[src/rtl/button_pkg.sv]
`default_nettype none
// ============================================================================
//  Module      : button_pkg
//  Description : Shared definitions for the button scan arbiter: integer
//                ceil-log2 helper, event encoding width, and the default
//                sample-tick dividers for hardware and short simulations.
//  Revision    : 1.0  initial release
// ============================================================================
package button_pkg;

    // 10 ms sample period at 50 MHz.
    localparam int CLK_DIV_DEFAULT = 500000;
    // Short tick used by simulation builds.
    localparam int SIM_DIV_DEFAULT = 5;
    // Widest button index the event struct below can carry.
    localparam int EVT_ID_MAX_W    = 8;

    // Event as seen by the consumer: which button, and press (1) / release (0).
    // The FIFO stores the same fields packed as {id, press} at the exact
    // width returned by event_width().
    typedef struct packed {
        logic [EVT_ID_MAX_W-1:0] id;
        logic                    press;
    } button_event_t;

    // Smallest r with 2**r >= value (0 for value <= 1).
    function automatic int clog2(input int value);
        int r;
        r = 0;
        for (int i = 0; i < 31; i++) begin
            if ((1 << i) < value) begin
                r = i + 1;
            end
        end
        return r;
    endfunction

    // Packed {id, press} width for a bank of n buttons.
    function automatic int event_width(input int n);
        return clog2(n) + 1;
    endfunction

endpackage
`default_nettype wire

[src/rtl/button_scan_arbiter_fifo.sv]
`default_nettype none
// ============================================================================
//  Module      : event_fifo
//  Description : Synchronous FIFO holding arbitrated button events.
//                Pointers carry one extra wrap bit so full and empty are
//                distinguished without a separate counter. Writes while full
//                and reads while empty are ignored.
//  Ports       : clk      - clock, rising edge
//                reset    - synchronous, active-high; empties the FIFO
//                push_i   - write data_i this cycle
//                data_i   - entry to write
//                pop_i    - discard head this cycle
//                full_o   - DEPTH entries stored
//                empty_o  - no entries stored
//                head_o   - oldest entry (valid when !empty_o)
//  Revision    : 1.0  initial release
// ============================================================================
module event_fifo
    import button_pkg::*;
#(
    parameter int WIDTH = 3,
    parameter int DEPTH = 4     // power of 2, >= 2
) (
    input  logic             clk,
    input  logic             reset,
    input  logic             push_i,
    input  logic [WIDTH-1:0] data_i,
    input  logic             pop_i,
    output logic             full_o,
    output logic             empty_o,
    output logic [WIDTH-1:0] head_o
);

    localparam int AW = clog2(DEPTH);

    logic [WIDTH-1:0] mem_q [DEPTH];
    logic [AW:0]      wr_q, wr_d;
    logic [AW:0]      rd_q, rd_d;
    logic             w_do_push;
    logic             w_do_pop;

    // Same slot, opposite lap -> full; same slot, same lap -> empty.
    assign full_o    = (wr_q[AW] != rd_q[AW]) && (wr_q[AW-1:0] == rd_q[AW-1:0]);
    assign empty_o   = (wr_q == rd_q);
    assign head_o    = mem_q[rd_q[AW-1:0]];

    assign w_do_push = push_i && !full_o;
    assign w_do_pop  = pop_i && !empty_o;

    always_comb begin
        wr_d = wr_q;
        rd_d = rd_q;
        if (w_do_push) begin
            wr_d = wr_q + 1'b1;
        end
        if (w_do_pop) begin
            rd_d = rd_q + 1'b1;
        end
    end

    always_ff @(posedge clk) begin
        if (reset) begin
            wr_q <= '0;
            rd_q <= '0;
        end else begin
            wr_q <= wr_d;
            rd_q <= rd_d;
        end
    end

    // Storage needs no reset: entries are only read between push and pop.
    always_ff @(posedge clk) begin
        if (w_do_push) begin
            mem_q[wr_q[AW-1:0]] <= data_i;
        end
    end

endmodule
`default_nettype wire

[src/rtl/button_scan_arbiter.sv]
`default_nettype none
// ============================================================================
//  Module      : button_scan_arbiter
//  Description : Debounces a bank of N push-buttons on one shared sample
//                tick, converts each debounced edge into a press/release
//                event, and round-robin arbitrates pending events into a
//                small FIFO drained over a valid/ready interface.
//  Ports       : clk         - clock, rising edge
//                reset       - synchronous, active-high
//                ButtonIn    - raw asynchronous button levels [N]
//                ButtonState - debounced level per button [N]
//                EventValid  - FIFO head holds an event
//                EventReady  - consumer accepts the head this cycle
//                EventId     - button index of the head event
//                EventPress  - 1 = press, 0 = release
//                Overflow    - sticky: a pending event was overwritten
//  Revision    : 1.0  initial release
// ============================================================================
module button_scan_arbiter
    import button_pkg::*;
#(
    parameter int N          = 4,
    parameter int CLK_DIV    = CLK_DIV_DEFAULT,
    parameter int SIM_DIV    = SIM_DIV_DEFAULT,
    parameter int sim        = 0,
    parameter int STABLE     = 4,
    parameter int FIFO_DEPTH = 4
) (
    input  logic                clk,
    input  logic                reset,
    input  logic [N-1:0]        ButtonIn,
    output logic [N-1:0]        ButtonState,
    output logic                EventValid,
    input  logic                EventReady,
    output logic [clog2(N)-1:0] EventId,
    output logic                EventPress,
    output logic                Overflow
);

    localparam int DIV = (sim != 0) ? SIM_DIV : CLK_DIV;
    localparam int CW  = (clog2(DIV) < 1) ? 1 : clog2(DIV);
    localparam int IW  = clog2(N);
    localparam int EW  = event_width(N);

    // ------------------------------------------------------------------
    // Sample tick
    // ------------------------------------------------------------------
    logic [CW-1:0] cnt_q, cnt_d;
    logic          w_tick;

    assign w_tick = (cnt_q == CW'(DIV - 1));
    assign cnt_d  = w_tick ? '0 : cnt_q + CW'(1);

    // ------------------------------------------------------------------
    // Synchroniser, sample history, debounce state and pending events
    // ------------------------------------------------------------------
    logic [N-1:0]             sync1_q, sync2_q;
    logic [N-1:0][STABLE-1:0] hist_q;
    logic [N-1:0]             state_q, state_d;
    logic [N-1:0]             pend_q, pend_d;
    logic [N-1:0]             ptype_q, ptype_d;
    logic [IW-1:0]            rr_q, rr_d;
    logic                     ovf_q, ovf_d;

    logic [N-1:0]             w_rise;
    logic [N-1:0]             w_fall;
    logic                     w_grant;
    logic [IW-1:0]            w_gidx;

    logic                     w_full;
    logic                     w_empty;
    logic [EW-1:0]            w_head;
    logic [EW-1:0]            w_push_data;

    // A debounced edge needs the whole history window to agree and to
    // differ from the current debounced level.
    always_comb begin
        w_rise = '0;
        w_fall = '0;
        for (int i = 0; i < N; i++) begin
            w_rise[i] = (&hist_q[i]) && !state_q[i];
            w_fall[i] = !(|hist_q[i]) && state_q[i];
        end
    end

    // Round-robin: first pending button at or after rr_q, wrapping.
    // Occupancy is taken before any pop of this cycle, so a full FIFO
    // blocks the push even while the consumer is reading.
    always_comb begin
        w_grant = 1'b0;
        w_gidx  = '0;
        for (int k = 0; k < N; k++) begin
            if (!w_grant && pend_q[(int'(rr_q) + k) % N]) begin
                w_grant = 1'b1;
                w_gidx  = IW'((int'(rr_q) + k) % N);
            end
        end
        if (w_full) begin
            w_grant = 1'b0;
            w_gidx  = '0;
        end
    end

    assign w_push_data = {w_gidx, ptype_q[w_gidx]};

    always_comb begin
        state_d = state_q;
        pend_d  = pend_q;
        ptype_d = ptype_q;
        ovf_d   = ovf_q;
        rr_d    = rr_q;

        if (w_grant) begin
            pend_d[w_gidx] = 1'b0;
            rr_d           = (w_gidx == IW'(N - 1)) ? '0 : w_gidx + IW'(1);
        end

        // A new edge always becomes the pending event. If an older event
        // for the same button is still waiting (and not being pushed right
        // now), it is lost: flag it.
        for (int i = 0; i < N; i++) begin
            if (w_rise[i] || w_fall[i]) begin
                state_d[i] = w_rise[i];
                ptype_d[i] = w_rise[i];
                pend_d[i]  = 1'b1;
                if (pend_q[i] && !(w_grant && (w_gidx == IW'(i)))) begin
                    ovf_d = 1'b1;
                end
            end
        end
    end

    always_ff @(posedge clk) begin
        if (reset) begin
            cnt_q   <= '0;
            sync1_q <= '0;
            sync2_q <= '0;
            hist_q  <= '0;
            state_q <= '0;
            pend_q  <= '0;
            ptype_q <= '0;
            rr_q    <= '0;
            ovf_q   <= 1'b0;
        end else begin
            cnt_q   <= cnt_d;
            sync1_q <= ButtonIn;
            sync2_q <= sync1_q;
            if (w_tick) begin
                for (int i = 0; i < N; i++) begin
                    hist_q[i] <= {hist_q[i][STABLE-2:0], sync2_q[i]};
                end
            end
            state_q <= state_d;
            pend_q  <= pend_d;
            ptype_q <= ptype_d;
            rr_q    <= rr_d;
            ovf_q   <= ovf_d;
        end
    end

    // ------------------------------------------------------------------
    // Event FIFO and consumer interface
    // ------------------------------------------------------------------
    event_fifo #(
        .WIDTH (EW),
        .DEPTH (FIFO_DEPTH)
    ) u_event_fifo (
        .clk     (clk),
        .reset   (reset),
        .push_i  (w_grant),
        .data_i  (w_push_data),
        .pop_i   (EventReady),
        .full_o  (w_full),
        .empty_o (w_empty),
        .head_o  (w_head)
    );

    assign EventValid  = !w_empty;
    assign EventId     = w_head[EW-1:1];
    assign EventPress  = w_head[0];
    assign ButtonState = state_q;
    assign Overflow    = ovf_q;

endmodule
`default_nettype wire

[config.mk]
export PLATFORM = sky130hd
export DESIGN_NAME = button_scan_arbiter
export DESIGN_NICKNAME = d
export VERILOG_FILES = /design/src/rtl/button_pkg.sv /design/src/rtl/button_scan_arbiter_fifo.sv /design/src/rtl/button_scan_arbiter.sv
export SDC_FILE = /design/constraint.sdc
export NUM_CORES = 1
export LEC_CHECK = 0
export CAP_MARGIN = 40
export CORE_MARGIN = 4
export CORE_UTILIZATION = 60
export CTS_CLUSTER_DIAMETER = 40
export DETAILED_ROUTE_END_ITERATION = 10
export GPL_ROUTABILITY_DRIVEN = 0
export GPL_TIMING_DRIVEN = 1
export PLACE_DENSITY = 0.8
export SLEW_MARGIN = 10
export SYNTH_ARGS = -nofsm -noshare
export SYNTH_HDL_FRONTEND = slang
export SYNTH_SLANG_ARGS = --single-unit
[constraint.sdc]
create_clock -name clk -period 4.4 [get_ports clk]
set_input_delay 0.88 -clock clk [delete_from_list [all_inputs] [get_ports clk]]
set_output_delay 0.88 -clock clk [all_outputs]
set_load 0.05 [all_outputs]
# == Yosys cells after proc, flatten, opt, wreduce, memory -nomap -nowiden ==
# Memories as Yosys holds them, arrays and structs flattened. A register that Yosys moved wholly into a read port is not among the register bits.
# Cells that the tools add are included.
# classes
mul,0
n_addsub,7
bitwise_logic,5
eq_ne,7
reduce_logical,61
order_cmp,6
mux,43
shift,0
n_div,0
# op_table
op,count
$mux 1,28
$logic_and 1x1->1,23
$add 19x1->19 const B,1
$eq 19x19->1 const B,1
$logic_not 1->1,17
$mux 2,8
$reduce_and 4->1,4
$reduce_or 4->1,4
$lt 3x4->1 const B,3
$bmux 1 s2,5
$reduce_bool 2->1,4
$reduce_or 2->1,4
$add 3x1->3 const B,2
$lt 2x3->1 const B,2
$add 2x1->2 const B,2
$add 2x2->2 const B,2
$and 4x4->4,1
$eq 2x2->1 const B,2
$logic_or 1x1->1,4
$mux 4,1
$not 4->4,1
$and 1x1->1 const A,3
$eq 3x3->1,1
$demux 1 s2,1
other kinds (5),5
# totals
rom_bits,0
reg_bits,60
n_memories,1
out_inout_bits,9
elab_cells,149
latch_bits,0
input_bits,7
ramBits,12
# mem_list
name,depth,width,read_ports,rd_ports_with_merged_regs,wr,line,source
u_event_fifo.mem_q,4,3,1,1,1,button_scan_arbiter_fifo.sv:36,logic [WIDTH-1:0] mem_q [DEPTH];

# == Depth between registers and ports, before layout ==
# depth
ltp_word,27
depth_mapped,11
mapped_depth_nobuf,10

# == Hierarchy ==
# Synthesis repeated with hierarchy kept, for this count alone.
# unflattened
hier_cells,341
hier_area_um2,3347.0
# modules_own_cells
mod,seq_area_each_um2,instances,area_each_um2,cells_per_inst
button_scan_arbiter,1081.0,1,2337.2,258
event_fifo,520.5,1,1009.7,83

# == Worst setup path before layout ==
# OpenSTA, ideal clock, no wires.
# synth_timing
kind,register to register
start,reg u_event_fifo.wr_q[2]
end,"reg ovf_q, in the netlist Overflow"
required_time_ps,4319
setup_slack_ps,2247
path_buffers,1
arrival_ps,2073
period_less_slack_ps,2153
path_stages_with_launch,11
setup_ps,81
path_cell_list,dfxtp_1 xnor2_1 nand3b_1 a21boi_2 and2_0 clkbuf_1 inv_1 ha_1 nand2_1 o211ai_1 a41oi_1
# synth_via
elab_chain_len,15
elab_cells_between_ends,28
cone_classes,eq/ne: 4; mux: 10; reduce/logical: 14
# synth_lines
item,line,source
"start, declared",button_scan_arbiter_fifo.sv:37,"logic [AW:0] wr_q, wr_d;"
"start signal, assigned",button_scan_arbiter_fifo.sv:66,wr_q <= wr_d;
$ne 1x1->1 *,button_scan_arbiter_fifo.sv:43,assign full_o = (wr_q[AW] != rd_q[AW]) && (wr_q[AW-1:0] == rd_q[AW-1:0]);
$logic_and 1x1->1 *,button_scan_arbiter_fifo.sv:43,
$mux 2 *,button_scan_arbiter.sv:98,if (w_full) begin
net u_event_fifo.data_i[1],button_scan_arbiter_fifo.sv:27,"input logic [WIDTH-1:0] data_i,"
$logic_not 2->1,button_scan_arbiter.sv:126,if (pend_q[i] && !(w_grant && (w_gidx == IW'(i)))) begin
$logic_and 1x1->1,button_scan_arbiter.sv:126,
$logic_not 1->1,button_scan_arbiter.sv:126,
$logic_and 1x1->1,button_scan_arbiter.sv:126,
$mux 1,button_scan_arbiter.sv:126,
$mux 1,button_scan_arbiter.sv:122,if (w_rise[i] || w_fall[i]) begin
$mux 1,button_scan_arbiter.sv:126,
$mux 1,button_scan_arbiter.sv:122,
$mux 1,button_scan_arbiter.sv:126,
$mux 1,button_scan_arbiter.sv:122,
$mux 1,button_scan_arbiter.sv:126,
$mux 1 *,button_scan_arbiter.sv:122,
"end signal, assigned",button_scan_arbiter.sv:157,ovf_q <= ovf_d;
"end, declared",button_scan_arbiter.sv:63,"logic ovf_q, ovf_d;"
# The timed path passes the listed nets; every way through them passes the cells marked *.
# A chain may end at the register's enable or synchronous reset.

==> report_table.html <==
<table>
<tr><th>Metric</th><th>Value</th></tr>
<tr><th colspan="2">Finish</th></tr>
<tr><td>Antenna cells</td><td>0</td></tr>
<tr><td>Area growth from synthesis to layout</td><td>12.0%</td></tr>
<tr><td>Area used by multi-input combinational logic</td><td>approximately 1500 sq um</td></tr>
<tr><td>Number of fillers in the final layout</td><td>410</td></tr>
<tr><td>Fraction of final layout cells with drive strength greater than 1</td><td>under 10%</td></tr>
<tr><td>Number of nets in the layout</td><td>between 300 and 400</td></tr>
<tr><td>Final cell count without fillers</td><td>407</td></tr>
<tr><td>Sequential cell area</td><td>~1600 sq um</td></tr>
<tr><th colspan="2">Detailed routing</th></tr>
<tr><td>Drt initial violations</td><td>99</td></tr>
<tr><td>Post-route DRC</td><td>0</td></tr>
<tr><td>Average vias per placed instance</td><td>around 5.3</td></tr>
<tr><td>Via total after detailed routing</td><td>2,175</td></tr>
<tr><td>Max layer used</td><td>met4</td></tr>
<tr><td>Metal-1 WL</td><td>between 2 and 2.5 mm</td></tr>
<tr><td>Length of routed met2 wiring</td><td>2.43 mm</td></tr>
<tr><td>DR WL/cell</td><td>between 10 and 15 microns</td></tr>
<tr><td>Routed WL</td><td>around 5.2 mm</td></tr>
<tr><td>Post-detailed-route count of antenna-violating nets</td><td>0</td></tr>
<tr><td>Met3 Routed Length</td><td>187 microns</td></tr>
<tr><td>Drt first pass iters</td><td>4</td></tr>
<tr><th colspan="2">Yosys</th></tr>
<tr><td>Syn Inst Count</td><td>between 300 and 400</td></tr>
<tr><td>Compound-cell area share of the yosys netlist</td><td>under 10%</td></tr>
<tr><td>Post-synthesis instance area</td><td>around 3200 sq um</td></tr>
<tr><td>Netlist cell types</td><td>42</td></tr>
<tr><td>Top cells by area in the synthesized netlist</td><td>sky130_fd_sc_hd__dfxtp_1 39%, sky130_fd_sc_hd__edfxtp_1 11%, sky130_fd_sc_hd__mux2i_1 7.0%, sky130_fd_sc_hd__nor2_1 6.7%, sky130_fd_sc_hd__ha_1 4.0%</td></tr>
<tr><td>Proportion of synthesized chip area in sequential cells</td><td>between 50 and 60%</td></tr>
<tr><td>Multiplexer area fraction after synthesis</td><td>between 9 and 10%</td></tr>
<tr><td>Xor/xnor share of the synthesized area</td><td>between 6 and 7%</td></tr>
<tr><td>Simple-gate area share of the yosys netlist</td><td>between 20 and 25%</td></tr>
<tr><td>Main flop type after synthesis</td><td>sky130_fd_sc_hd__dfxtp_1</td></tr>
<tr><td>Post-synthesis average cell area</td><td>approximately 10 sq um</td></tr>
<tr><td>Nets in the synthesized netlist</td><td>approximately 330</td></tr>
<tr><td>Adder-cell share of the synthesized area</td><td>under 10%</td></tr>
<tr><td>FFs w/ async S/R, synth</td><td>0%</td></tr>
<tr><td>Top cell type by total area after synthesis</td><td>sky130_fd_sc_hd__dfxtp_1</td></tr>
<tr><td>Yosys reg bits</td><td>74</td></tr>
<tr><td>Post-synth EDFFs</td><td>12</td></tr>
<tr><td>Dominant combinational cell family by area after synthesis</td><td>simple AND/OR/NAND/NOR gates</td></tr>
<tr><td>Number of warnings issued by yosys</td><td>0</td></tr>
<tr><td>Fraction of post-synthesis cell area in the top cell type by area</td><td>between 30% and 40%</td></tr>
<tr><th colspan="2">Min path</th></tr>
<tr><td>Path category of the worst min-delay check</td><td>flop to flop</td></tr>
<tr><th colspan="2">STA</th></tr>
<tr><td>Pins Over Slew Limit</td><td>0</td></tr>
<tr><td>Tightest Pin Transition</td><td>729 ps</td></tr>
<tr><td>Worst slew margin</td><td>51.4%</td></tr>
<tr><td>Sum of negative setup slack</td><td>0 ps</td></tr>
<tr><td>Final setup violation count</td><td>0</td></tr>
<tr><td>Final worst path period share</td><td>65.2%</td></tr>
<tr><td>Fmax</td><td>roughly 0.35 GHz</td></tr>
<tr><td>Hold violation total from the final report</td><td>0</td></tr>
<tr><td>Post-route minimum period</td><td>~2900 ps</td></tr>
<tr><td>Unrepaired setup endpoints after global routing</td><td>no</td></tr>
<tr><td>Clock skew</td><td>between 5 and 6 ps</td></tr>
<tr><th colspan="2">Global routing</th></tr>
<tr><td>Number of global-route vias before repair</td><td>2,009</td></tr>
<tr><td>First-pass GRT wire length</td><td>9.09 mm</td></tr>
<tr><td>Antenna violations before repair</td><td>0</td></tr>
<tr><td>Maximum number of pins on one net before global-route repair</td><td>between 40 and 50</td></tr>
<tr><td>Overall track demand over capacity in global routing</td><td>18.6%</td></tr>
<tr><td>Global-route congestion overflow total</td><td>0</td></tr>
<tr><th colspan="2">CTS</th></tr>
<tr><td>Number of setup buffers added after CTS</td><td>0</td></tr>
<tr><td>Cts repair resizes</td><td>0</td></tr>
<tr><td>Number of buffers on the longest clock path</td><td>2</td></tr>
<tr><td>Number of CTS-inserted buffers</td><td>9</td></tr>
<tr><td>Clock input transition at the sequential cells of the worst setup and hold paths</td><td>about 70 ps</td></tr>
<tr><td>CTS tree</td><td>built</td></tr>
<tr><td>H-tree lvl count</td><td>3</td></tr>
<tr><td>Cts hold-fix bufs</td><td>0</td></tr>
<tr><td>Insertion delay to the later sink of the worst-skew pair</td><td>350 ps</td></tr>
<tr><td>Clock tree root driver cell</td><td>sky130_fd_sc_hd__clkbuf_8</td></tr>
<tr><td>Clock Sink Count</td><td>74</td></tr>
<tr><th colspan="2">Setup path</th></tr>
<tr><td>Type of origin of the critical path</td><td>flop</td></tr>
<tr><td>R2R Setup Slk</td><td>approximately 1900 ps</td></tr>
<tr><td>CP arrival</td><td>approximately 2000 ps</td></tr>
<tr><td>Largest driver fanout on the critical path</td><td>3</td></tr>
<tr><td>Required @ worst endpoint</td><td>roughly 3500 ps</td></tr>
<tr><td>Critical path type</td><td>flop to output port</td></tr>
<tr><td>Type of destination of the critical path</td><td>output port</td></tr>
<tr><th colspan="2">Power</th></tr>
<tr><td>Static leakage</td><td>around 1.3 nW</td></tr>
<tr><td>Cell area power density</td><td>around 340 nW/um^2</td></tr>
<tr><td>VDD IR-drop max</td><td>between 0.2 and 0.25 mV</td></tr>
<tr><th colspan="2">Floorplan</th></tr>
<tr><td>I/O pin cnt</td><td>16</td></tr>
<tr><td>Initial cell density of the core</td><td>between 60% and 70%</td></tr>
<tr><td>Die Span X</td><td>roughly 81 microns</td></tr>
<tr><td>Core region area</td><td>between 5000 and 6000 sq um</td></tr>
<tr><td>Die height</td><td>around 81 microns</td></tr>
<tr><td>Number of core rows</td><td>26</td></tr>
<tr><td>Total Die Area</td><td>approximately 6500 sq um</td></tr>
<tr><th colspan="2">Placement</th></tr>
<tr><td>DP HPWL</td><td>roughly 3.6 mm</td></tr>
<tr><td>Buffers on Ports</td><td>15</td></tr>
<tr><td>Number of cells in the design after placement</td><td>between 300 and 400</td></tr>
<tr><th colspan="2">Run status</th></tr>
<tr><td>Result of the run</td><td>finished clean</td></tr>
<tr><th colspan="2">Run</th></tr>
<tr><td>Maximum capacitance violations</td><td>0</td></tr>
</table>
==> placed cells by master (no fill, tap or decap), types with 4 or more instances in the layout <==
cell type and n:
sky130_fd_sc_hd__clkdlybuf4s50_1 15, sky130_fd_sc_hd__nor2_1 56, sky130_fd_sc_hd__ha_1 10, sky130_fd_sc_hd__nand3_1 11, sky130_fd_sc_hd__o21ai_0 6, sky130_fd_sc_hd__mux2i_1 22
sky130_fd_sc_hd__xnor2_1 11, sky130_fd_sc_hd__and3_1 5, sky130_fd_sc_hd__nand4_1 4, sky130_fd_sc_hd__a21oi_1 8, sky130_fd_sc_hd__and2_1 5, sky130_fd_sc_hd__nand2_1 18
sky130_fd_sc_hd__clkbuf_8 9, sky130_fd_sc_hd__nor2b_1 10, sky130_fd_sc_hd__inv_1 10, sky130_fd_sc_hd__edfxtp_1 12, sky130_fd_sc_hd__nor3_1 5, sky130_fd_sc_hd__dfxtp_1 62
sky130_fd_sc_hd__xor2_1 13
==> critical path: stages, from the launching register on <==
cell and delay (ps):
sky130_fd_sc_hd__dfxtp_1 420, sky130_fd_sc_hd__mux4_2 510, sky130_fd_sc_hd__clkdlybuf4s50_1 710
==> final timing paths <==
| kind | end | startpoint | cells after the start |
|---|---|---|---|
| hold reg to reg | sync2_q[0] | sync1_q[0] | 1 |
| hold / removal | sync2_q[0] | sync1_q[0] | 1 |
| setup reg to reg | Overflow | u_event_fifo.wr_q[2] | 9 |
| setup / recovery | EventId[0] | flop | 2 |
==> metal layers <==
| metal | GRT usage [%] | vias to the layer above |
|---|---|---|
| met5 | 0 | - |
| met2 | 28.1 | 37 |
| met3 | 4.04 | 12 |
| li1 | - | 1111 |
| met1 | 23.8 | 1015 |
| met4 | 12.2 | 0 |
==> registers in the layout, indices dropped and copies added (netlist names), named ones only <==
register            cells
ButtonState             3
Overflow                1
cnt_q                  19
hist_q                 16
pend_q                  4
ptype_q                 1
rr_q                    2
sync1_q                 4
sync2_q                 4
u_event_fifo.mem_q     12
u_event_fifo.rd_q       3
u_event_fifo.wr_q       3
==> logic make-up (layout without fill, tap and decap cells) <==
kind of cell	Yosys count	count (layout)
AO/OA/AOI/OAI	28	28
XOR/XNOR	24	24
adder cells (fa/ha/maj)	10	10
buffers and inverters	20	43
flip-flops	74	74
multiplexers	25	25
AND/OR/NAND/NOR	133	133
==> synthesized netlist by cell type (all sizes together) (5+ instances only) <==
| master | n |
|---|---|
| a21oi | 8 |
| and2 | 6 |
| and3 | 5 |
| clkbuf | 7 |
| dfxtp | 62 |
| edfxtp | 12 |
| ha | 10 |
| inv | 10 |
| mux2i | 22 |
| nand2 | 18 |
| nand3 | 11 |
| nor2 | 56 |
| nor2b | 10 |
| nor3 | 5 |
| o21ai | 6 |
| xnor2 | 11 |
| xor2 | 13 |
==> per-stage QoR <==
| step | area (sq um) | worst slack (ps) | utilization, % | total power [mW] | hold slack (ps) |
|---|---|---|---|---|---|
| after detailed placement | 3360 | 1840 | 65.7 | 0.730 | 432 |
| final | 3540 | 1530 | 69.3 | 1.21 | 447 |
| after global routing | 3540 | 1420 | 69.3 | 1.25 | 460 |
| after global placement | 3360 | 1890 | 65.7 | 0.729 | 417 |
| after floorplan | 3160 | 2250 | - | 0.723 | 414 |
| after CTS | 3540 | 1490 | 69.3 | 1.22 | 449 |
==> where the power goes <==
part / switching (mW) / internal, mW
clock network: 0.243 / 0.255
logic: 0.0116 / 0.00933
registers: 0.00293 / 0.690
total: 0.258 / 0.954
==> area by class of cell <==
class / instances / area share, %
sequential: 74 / 45.2
multi-input combinational: 220 / 41.4
timing repair buffer: 17 / 4.67
clock buffer: 9 / 3.50
tap: 70 / 2.47
clock inverter: 7 / 1.70
inverter: 10 / 1.06
Note: power is estimated with default switching activity, not from simulation.
